`src/rtl/audio_i2s_tx.sv`:
```
// I2S transmitter: latches one 11-bit stereo pair per 64-BCLK frame and shifts it out as 16-bit MSB-first words.
// All serial clocks come from clk; every output is registered and changes only on BCLK falling events.
module audio_i2s_tx #(
    parameter int BCLK_HALF = 7,
    parameter bit IN_SIGNED = 1'b0
) (
    input  logic        clk,
    input  logic        rst,
    input  logic [10:0] in_left,
    input  logic [10:0] in_right,
    input  logic        mute,
    output logic        sample_strobe,
    output logic        i2s_bclk,
    output logic        i2s_lrclk,
    output logic        i2s_sdata
);
    localparam int DW = (BCLK_HALF > 1) ? $clog2(BCLK_HALF) : 1;
    localparam logic [DW-1:0] DIV_LAST = DW'(BCLK_HALF - 1);

    logic [DW-1:0] div_cnt_q, div_cnt_d;
    logic          bclk_q, bclk_d;
    logic [5:0]    bit_cnt_q, bit_cnt_d;
    logic          lrclk_q, lrclk_d;
    logic          sdata_q, sdata_d;
    logic          strobe_q, strobe_d;
    logic [15:0]   hold_l_q, hold_l_d;
    logic [15:0]   hold_r_q, hold_r_d;

    logic          term;
    logic          fall;
    logic [5:0]    bit_next;
    logic [3:0]    bit_idx;

    function automatic logic [15:0] to_word(input logic [10:0] s);
        logic [10:0] t;
        t = IN_SIGNED ? s : (s ^ 11'h400);
        return {t, 5'b00000};
    endfunction

    always_comb begin
        term      = (div_cnt_q == DIV_LAST);
        fall      = term && bclk_q;
        div_cnt_d = term ? '0 : div_cnt_q + DW'(1);
        bclk_d    = term ? ~bclk_q : bclk_q;
        bit_next  = bit_cnt_q + 6'd1;
        // 16-n and 48-n reduce to the same index modulo 16
        bit_idx   = 4'd0 - bit_next[3:0];

        bit_cnt_d = bit_cnt_q;
        lrclk_d   = lrclk_q;
        sdata_d   = sdata_q;
        strobe_d  = 1'b0;
        hold_l_d  = hold_l_q;
        hold_r_d  = hold_r_q;

        if (fall) begin
            bit_cnt_d = bit_next;
            lrclk_d   = bit_next[5];
            if (bit_next == 6'd0) begin
                strobe_d = 1'b1;
                hold_l_d = mute ? 16'h0000 : to_word(in_left);
                hold_r_d = mute ? 16'h0000 : to_word(in_right);
            end
            // Bit 0 of each half is the I2S one-BCLK delay slot, so the hold
            // registers being refreshed at bit 0 is never visible on SDATA.
            if (bit_next >= 6'd1 && bit_next <= 6'd16)
                sdata_d = hold_l_q[bit_idx];
            else if (bit_next >= 6'd33 && bit_next <= 6'd48)
                sdata_d = hold_r_q[bit_idx];
            else
                sdata_d = 1'b0;
        end
    end

    always_ff @(posedge clk or posedge rst) begin
        if (rst) begin
            div_cnt_q <= '0;
            bclk_q    <= 1'b0;
            bit_cnt_q <= 6'd63;
            lrclk_q   <= 1'b0;
            sdata_q   <= 1'b0;
            strobe_q  <= 1'b0;
            hold_l_q  <= 16'h0000;
            hold_r_q  <= 16'h0000;
        end else begin
            div_cnt_q <= div_cnt_d;
            bclk_q    <= bclk_d;
            bit_cnt_q <= bit_cnt_d;
            lrclk_q   <= lrclk_d;
            sdata_q   <= sdata_d;
            strobe_q  <= strobe_d;
            hold_l_q  <= hold_l_d;
            hold_r_q  <= hold_r_d;
        end
    end

    assign sample_strobe = strobe_q;
    assign i2s_bclk      = bclk_q;
    assign i2s_lrclk     = lrclk_q;
    assign i2s_sdata     = sdata_q;
endmodule

```
`config.mk`:
```
export PLATFORM = sky130hd
export DESIGN_NAME = audio_i2s_tx
export DESIGN_NICKNAME = d
export VERILOG_FILES = /design/src/rtl/audio_i2s_tx.sv
export SDC_FILE = /design/constraint.sdc
export NUM_CORES = 1
export LEC_CHECK = 0
export ABC_AREA = 1
export ABC_CLOCK_PERIOD_IN_PS = 2200
export CORE_AREA = 2 2 63 65
export CTS_BUF_LIST = sky130_fd_sc_hd__clkbuf_4 sky130_fd_sc_hd__clkbuf_8
export CTS_CLUSTER_DIAMETER = 200
export CTS_CLUSTER_SIZE = 25
export DETAILED_ROUTE_END_ITERATION = 7
export DIE_AREA = 0 0 65 67
export PLACE_DENSITY_LB_ADDON = 0.12
export SKIP_CTS_REPAIR_TIMING = 1
export SLEW_MARGIN = 10
export SYNTH_ARGS = -nofsm -noshare
export SYNTH_HDL_FRONTEND = slang
export SYNTH_SLANG_ARGS = --single-unit
```
`constraint.sdc`:
```
create_clock -name clk -period 2.2 [get_ports clk]
set_input_delay 0.44 -clock clk [delete_from_list [all_inputs] [get_ports clk]]
set_output_delay 0.44 -clock clk [all_outputs]
set_load 0.01 [all_outputs]
```
== Yosys cells after proc, flatten, opt, wreduce, memory -nomap -nowiden ==
Cells that the tools add are included.

* Flip-flop bits (word level): 45
* Logic and storage cells: 36

* Add/sub/neg operators: 3
* Magnitude comparators: 5
* Eq/ne operators: 1
* Muxes and demuxes: 11
* Bitwise operators: 3
* Reductions and logical operators: 5

{| class="wikitable"
|+ Operator list
! kind !! number
|-
| $mux W16 || 2
|-
| $bmux W1 S4 || 2
|-
| $add A6 B1 Y6 const B || 1
|-
| $ge A6 B1 Y1 const B || 1
|-
| $ge A6 B6 Y1 const B || 1
|-
| $le A6 B5 Y1 const B || 1
|-
| $le A6 B6 Y1 const B || 1
|-
| $logic_not A6 Y1 || 1
|-
| $mux W1 || 6
|-
| $lt A4 B5 Y1 const B || 1
|-
| $sub A1 B4 Y4 const A || 1
|-
| $add A3 B1 Y3 const B || 1
|-
| $eq A3 B3 Y1 const B || 1
|-
| $logic_and A1 B1 Y1 || 3
|-
| $mux W3 || 1
|-
| $not A1 Y1 || 3
|-
| $reduce_and A2 Y1 || 1
|}

== Longest topological paths before layout ==
* Word-level depth: 6
* Mapped depth: 14
* Depth with buffers taken out: 13

== Worst setup path after synthesis ==
OpenSTA, ideal clock, no wires.

* Path kind: flip-flop to flip-flop
* Start point: reg bit_cnt_q[0]
* End point: reg sdata_q, in the netlist i2s_sdata
* Arrival time: 1.780 ns
* Required time: 2.084 ns
* Setup slack: 0.304 ns
* Cell stages (with the launch flop): 15
* Cells stage by stage: dfstp_2 -> inv_2 -> ha_1 -> buf_2 -> inv_1 -> nand2_1 -> nand2_1 -> nand2_1 -> nand2_1 -> nand2_1 -> nand3_1 -> nand2_1 -> nand2_1 -> nand2_1 -> nand2_1

* Cells in the longest elaborated chain, start to end: 6
* Elaborated cells between the ends (all ways): 14
* Those cells by class: add/sub (2); order compare (4); mux (6); reduce/logical (2)

{| class="wikitable"
|+ RTL lines
! element !! line !! source
|-
| start: declaration || 22 || <nowiki>logic [5:0] bit_cnt_q, bit_cnt_d;</nowiki>
|-
| start signal: assignment || 88 || <nowiki>bit_cnt_q <= bit_cnt_d;</nowiki>
|-
| $add A6 B1 Y6 * || 45 || <nowiki>bit_next = bit_cnt_q + 6'd1;</nowiki>
|-
| $sub A1 B4 Y4 * || 47 || <nowiki>bit_idx = 4'd0 - bit_next[3:0];</nowiki>
|-
| via bit_idx[0] || 32 || <nowiki>logic [3:0] bit_idx;</nowiki>
|-
| $bmux W1 S4 || 69 || <nowiki>sdata_d = hold_r_q[bit_idx];</nowiki>
|-
| $mux W1 (implied by the code) || 69 ||
|-
| $mux W1 || 68 || <nowiki>else if (bit_next >= 6'd33 && bit_next <= 6'd48)</nowiki>
|-
| $mux W1 * || 66 || <nowiki>if (bit_next >= 6'd1 && bit_next <= 6'd16)</nowiki>
|-
| end signal: assignment || 90 || <nowiki>sdata_q <= sdata_d;</nowiki>
|-
| end: declaration || 24 || <nowiki>logic sdata_q, sdata_d;</nowiki>
|}

The timed path passes the listed nets; every way through them passes the cells marked *. The select of a mux whose other input is x is not followed.
A chain may end at the register's enable or synchronous reset.

== Final worst setup path ==
* Start point: reg bit_cnt_q[0]
* End point: reg hold_l_q[9]

* Cells in the longest elaborated chain, start to end: 3

{| class="wikitable"
|+ RTL lines
! element !! line !! source
|-
| $add A6 B1 Y6 || 45 ||
|-
| $logic_not A6 Y1 || 59 || <nowiki>if (bit_next == 6'd0) begin</nowiki>
|-
| $reduce_and A2 Y1 (no line) || n/a ||
|-
| end signal: assignment || 92 || <nowiki>hold_l_q <= hold_l_d;</nowiki>
|-
| end: declaration || 26 || <nowiki>logic [15:0] hold_l_q, hold_l_d;</nowiki>
|}

No other way between the ends.

==> reports/summary.txt <==
Worst setup SP type = flop
met1 Resource Use GR = 24.78%
Hold Crit Start = div_cnt_q[0]$_DFF_PP0_
Min-Delay Path Depth = 1
clk slew on worst S/H paths = 70 ps
Crit Reg-Reg Startpoint = bit_cnt_q[0]$_DFFE_PP1P_
PnR worst setup slack = 174.8 ps
Worst Hold Class = reg2reg
maximum vdd drop = 259.3 uV
Worst Clk Skew = 2.550 ps
footprint of the multi-input gates = 922.1 sq um
First DRT Iteration DRCs = 76
pin slew with the least headroom to its limit = 431.5 ps
Setup Viol. Count Final = 0
routed vias = 1636
busiest grt layer = met2
Final Hold Fails = 0
Rel. slew slack = 71.24%
fin crit period = 2025 ps
leak pwr = 1.225 nW
Root Buffer = clkbuf_8
Die Wd = 65 microns
post-synthesis area per instance = 7.768 sq um
fin crit share = 92.06%
Final Max Tran Viols = 0
Layout fillers = 334
clk sinks = 35
kind of critical path = reg2reg
global-route usage over all layers = 21.64%
Seq/Total Area, Yosys = 44.77%
row cnt = 22
DRC = 0
synthesized instance count = 254
number of global-route vias before repair = 1723
Required @ worst endpoint = 2380 ps
drt pass-1 iters = 5
WHS Endpoint = div_cnt_q[0]$_DFF_PP0_
#FFs+latches synth = 35
ant diodes = 0
Max clock buf depth = 2
area grow syn2layout = 22.26%
number of buffers created by CTS = 5
Routed WL per cell = 11.04 microns
DP Cell Count = 328
Post-DRT Antenna Nets = 0
Synth Cell Area = 1973 sq um
worst r2r path cells = 10
Critical path origin = bit_cnt_q[0]$_DFFE_PP1P_
TritonCTS clock tree = built
Place WS = 198.9 ps
area of the core = 3606 sq um
run status = finished, final reports clean
max_cap viols = 0
Yosys Warn Count = 0
I/O pin count = 29
critical path arrival = 2210 ps
Initial Util = 54.72%
storage element area = 883.3 sq um
highest clock rate = 0.4938 GHz
NumNets Final = 314
share of layout cells above drive strength 1 = 19.10%
DRT Wirelength = 3.708 mm
worst-path fanout max = 16
R2R Setup Slk = 170 ps
Synth cell types = 27
Power Dens Cells = 511.8 nW/um^2
first-pass GRT wire length = 7.169 mm
most frequent cells in the layout = nand2_1, dfrtp_1, clkdlybuf4s50_1
DP Wirelength = 2.759 mm
Port Buf Inserts = 28
grt ovf = 0
Worst Setup End Kind = flop
Die H = 67 microns
Post-Route Setup TNS = 0 ps
commonest non-fill, non-tap cell in the layout = nand2_1
routed vias/inst = 4.869
GP Congestion = 0.8740
RSZ-0062 raised after global routing = false
largest net degree at the start of global routing = 36
clock latency on the worst-skew pair = 290 ps
Synth Net Count = 281
H-tree levels = 2
Final Instance Count excl. Fillers = 336
antenna violations before repair = 0
met3 usage = 5.743%
DIE AREA = 4355 sq um
met2 Use GR = 38.79%
capturing point of the worst reg2reg path = hold_l_q[9]$_DFFE_PP0P_
-- flip-flops by register name, indices dropped and copies added (netlist names) --
signal         cells
sample_strobe      1
hold_l_q          11
i2s_sdata          1
div_cnt_q          3
i2s_lrclk          1
bit_cnt_q          6
i2s_bclk           1
hold_r_q          11
-- metal layers --
metal  vias to the layer above  share of wire (%)
met4                         0                1.7
met2                        24                 48
met3                         7                3.6
met1                       744                 46
li1                        861                  -
met5                         -                  0
-- synthesized netlist by cell type, drive strengths merged --
library cell / number / area (sq um)
nand2: 107 / 416.7
o21ai: 31 / 207.7
dfrtp: 29 / 725.7
inv: 26 / 97.59
nand3: 19 / 110.1
nor2: 11 / 62.56
buf: 7 / 62.56
dfstp: 6 / 157.7
a21oi: 3 / 15.01
nand4: 3 / 18.77
clkbuf: 2 / 7.510
clkinv: 2 / 8.750
ha: 2 / 25.02
or2: 2 / 12.51
xor2: 2 / 17.52
nand3b: 1 / 20.02
o21bai: 1 / 7.510
-- worst max-delay path by stage --
stage                     cells after the start                        to  slack, ps
final                                        10   hold_l_q[9]$_DFFE_PP0P_        170
after global routing                         10  hold_l_q[10]$_DFFE_PP0P_          8
after CTS                                    10  hold_r_q[14]$_DFFE_PP0P_        170
after detailed placement                     10  hold_r_q[14]$_DFFE_PP0P_        200
after global placement                       10  hold_l_q[14]$_DFFE_PP0P_        190
after floorplan                              14     i2s_sdata$_DFFE_PP0P_        300
-- critical path: stages (launching register included) --
cell      delay, ps
dfstp_2         550
buf_4           170
ha_1            220
nand2_2         100
o21ai_2         160
nand3_2         100
clkinv_1         80
nand3_2         140
buf_4           250
nand2_1          90
o21ai_2          50
-- power by group --
group / switching, W / total, W / internal [W]
Sequential: 0 / 0.000644 / 0.000644
Clock: 0.000234 / 0.000518 / 0.000285
Combinational: 0.0000287 / 0.0000727 / 0.0000440
-- final cells by class --
class,instances,share of cell area (%)
Clock buffer,7,3.994
Clock inverter,1,0.3112
Inverter,28,4.564
Multi-Input combinational cell,182,38.23
Sequential cell,35,36.62
Tap cell,48,2.490
Timing Repair Buffer,35,13.80
-- cells by family after synthesis --
logic type      synth area share [%]
buf+inv                        8.941
simple gates                   32.47
xor+xnor                      0.8879
flops                          44.77
fa+ha+maj                      1.268
compound gates                 11.67
-- per-stage QoR --
stage | utilization, % | hold WS, ps | total power, W | cell area (sq um)
3_3_place_gp | 63.67 | 460.3 | 0.0007289 | 2296
5_1_grt | 66.90 | 504.4 | 0.001281 | 2412
4_1_cts | 66.55 | 482.8 | 0.001249 | 2400
6_report | 66.90 | 480.8 | 0.001235 | 2412
2_1_floorplan | - | 438.2 | 0.0006787 | 1973
3_5_place_dp | 63.67 | 471.0 | 0.0007301 | 2296
Power figures use the tool's default switching activity.
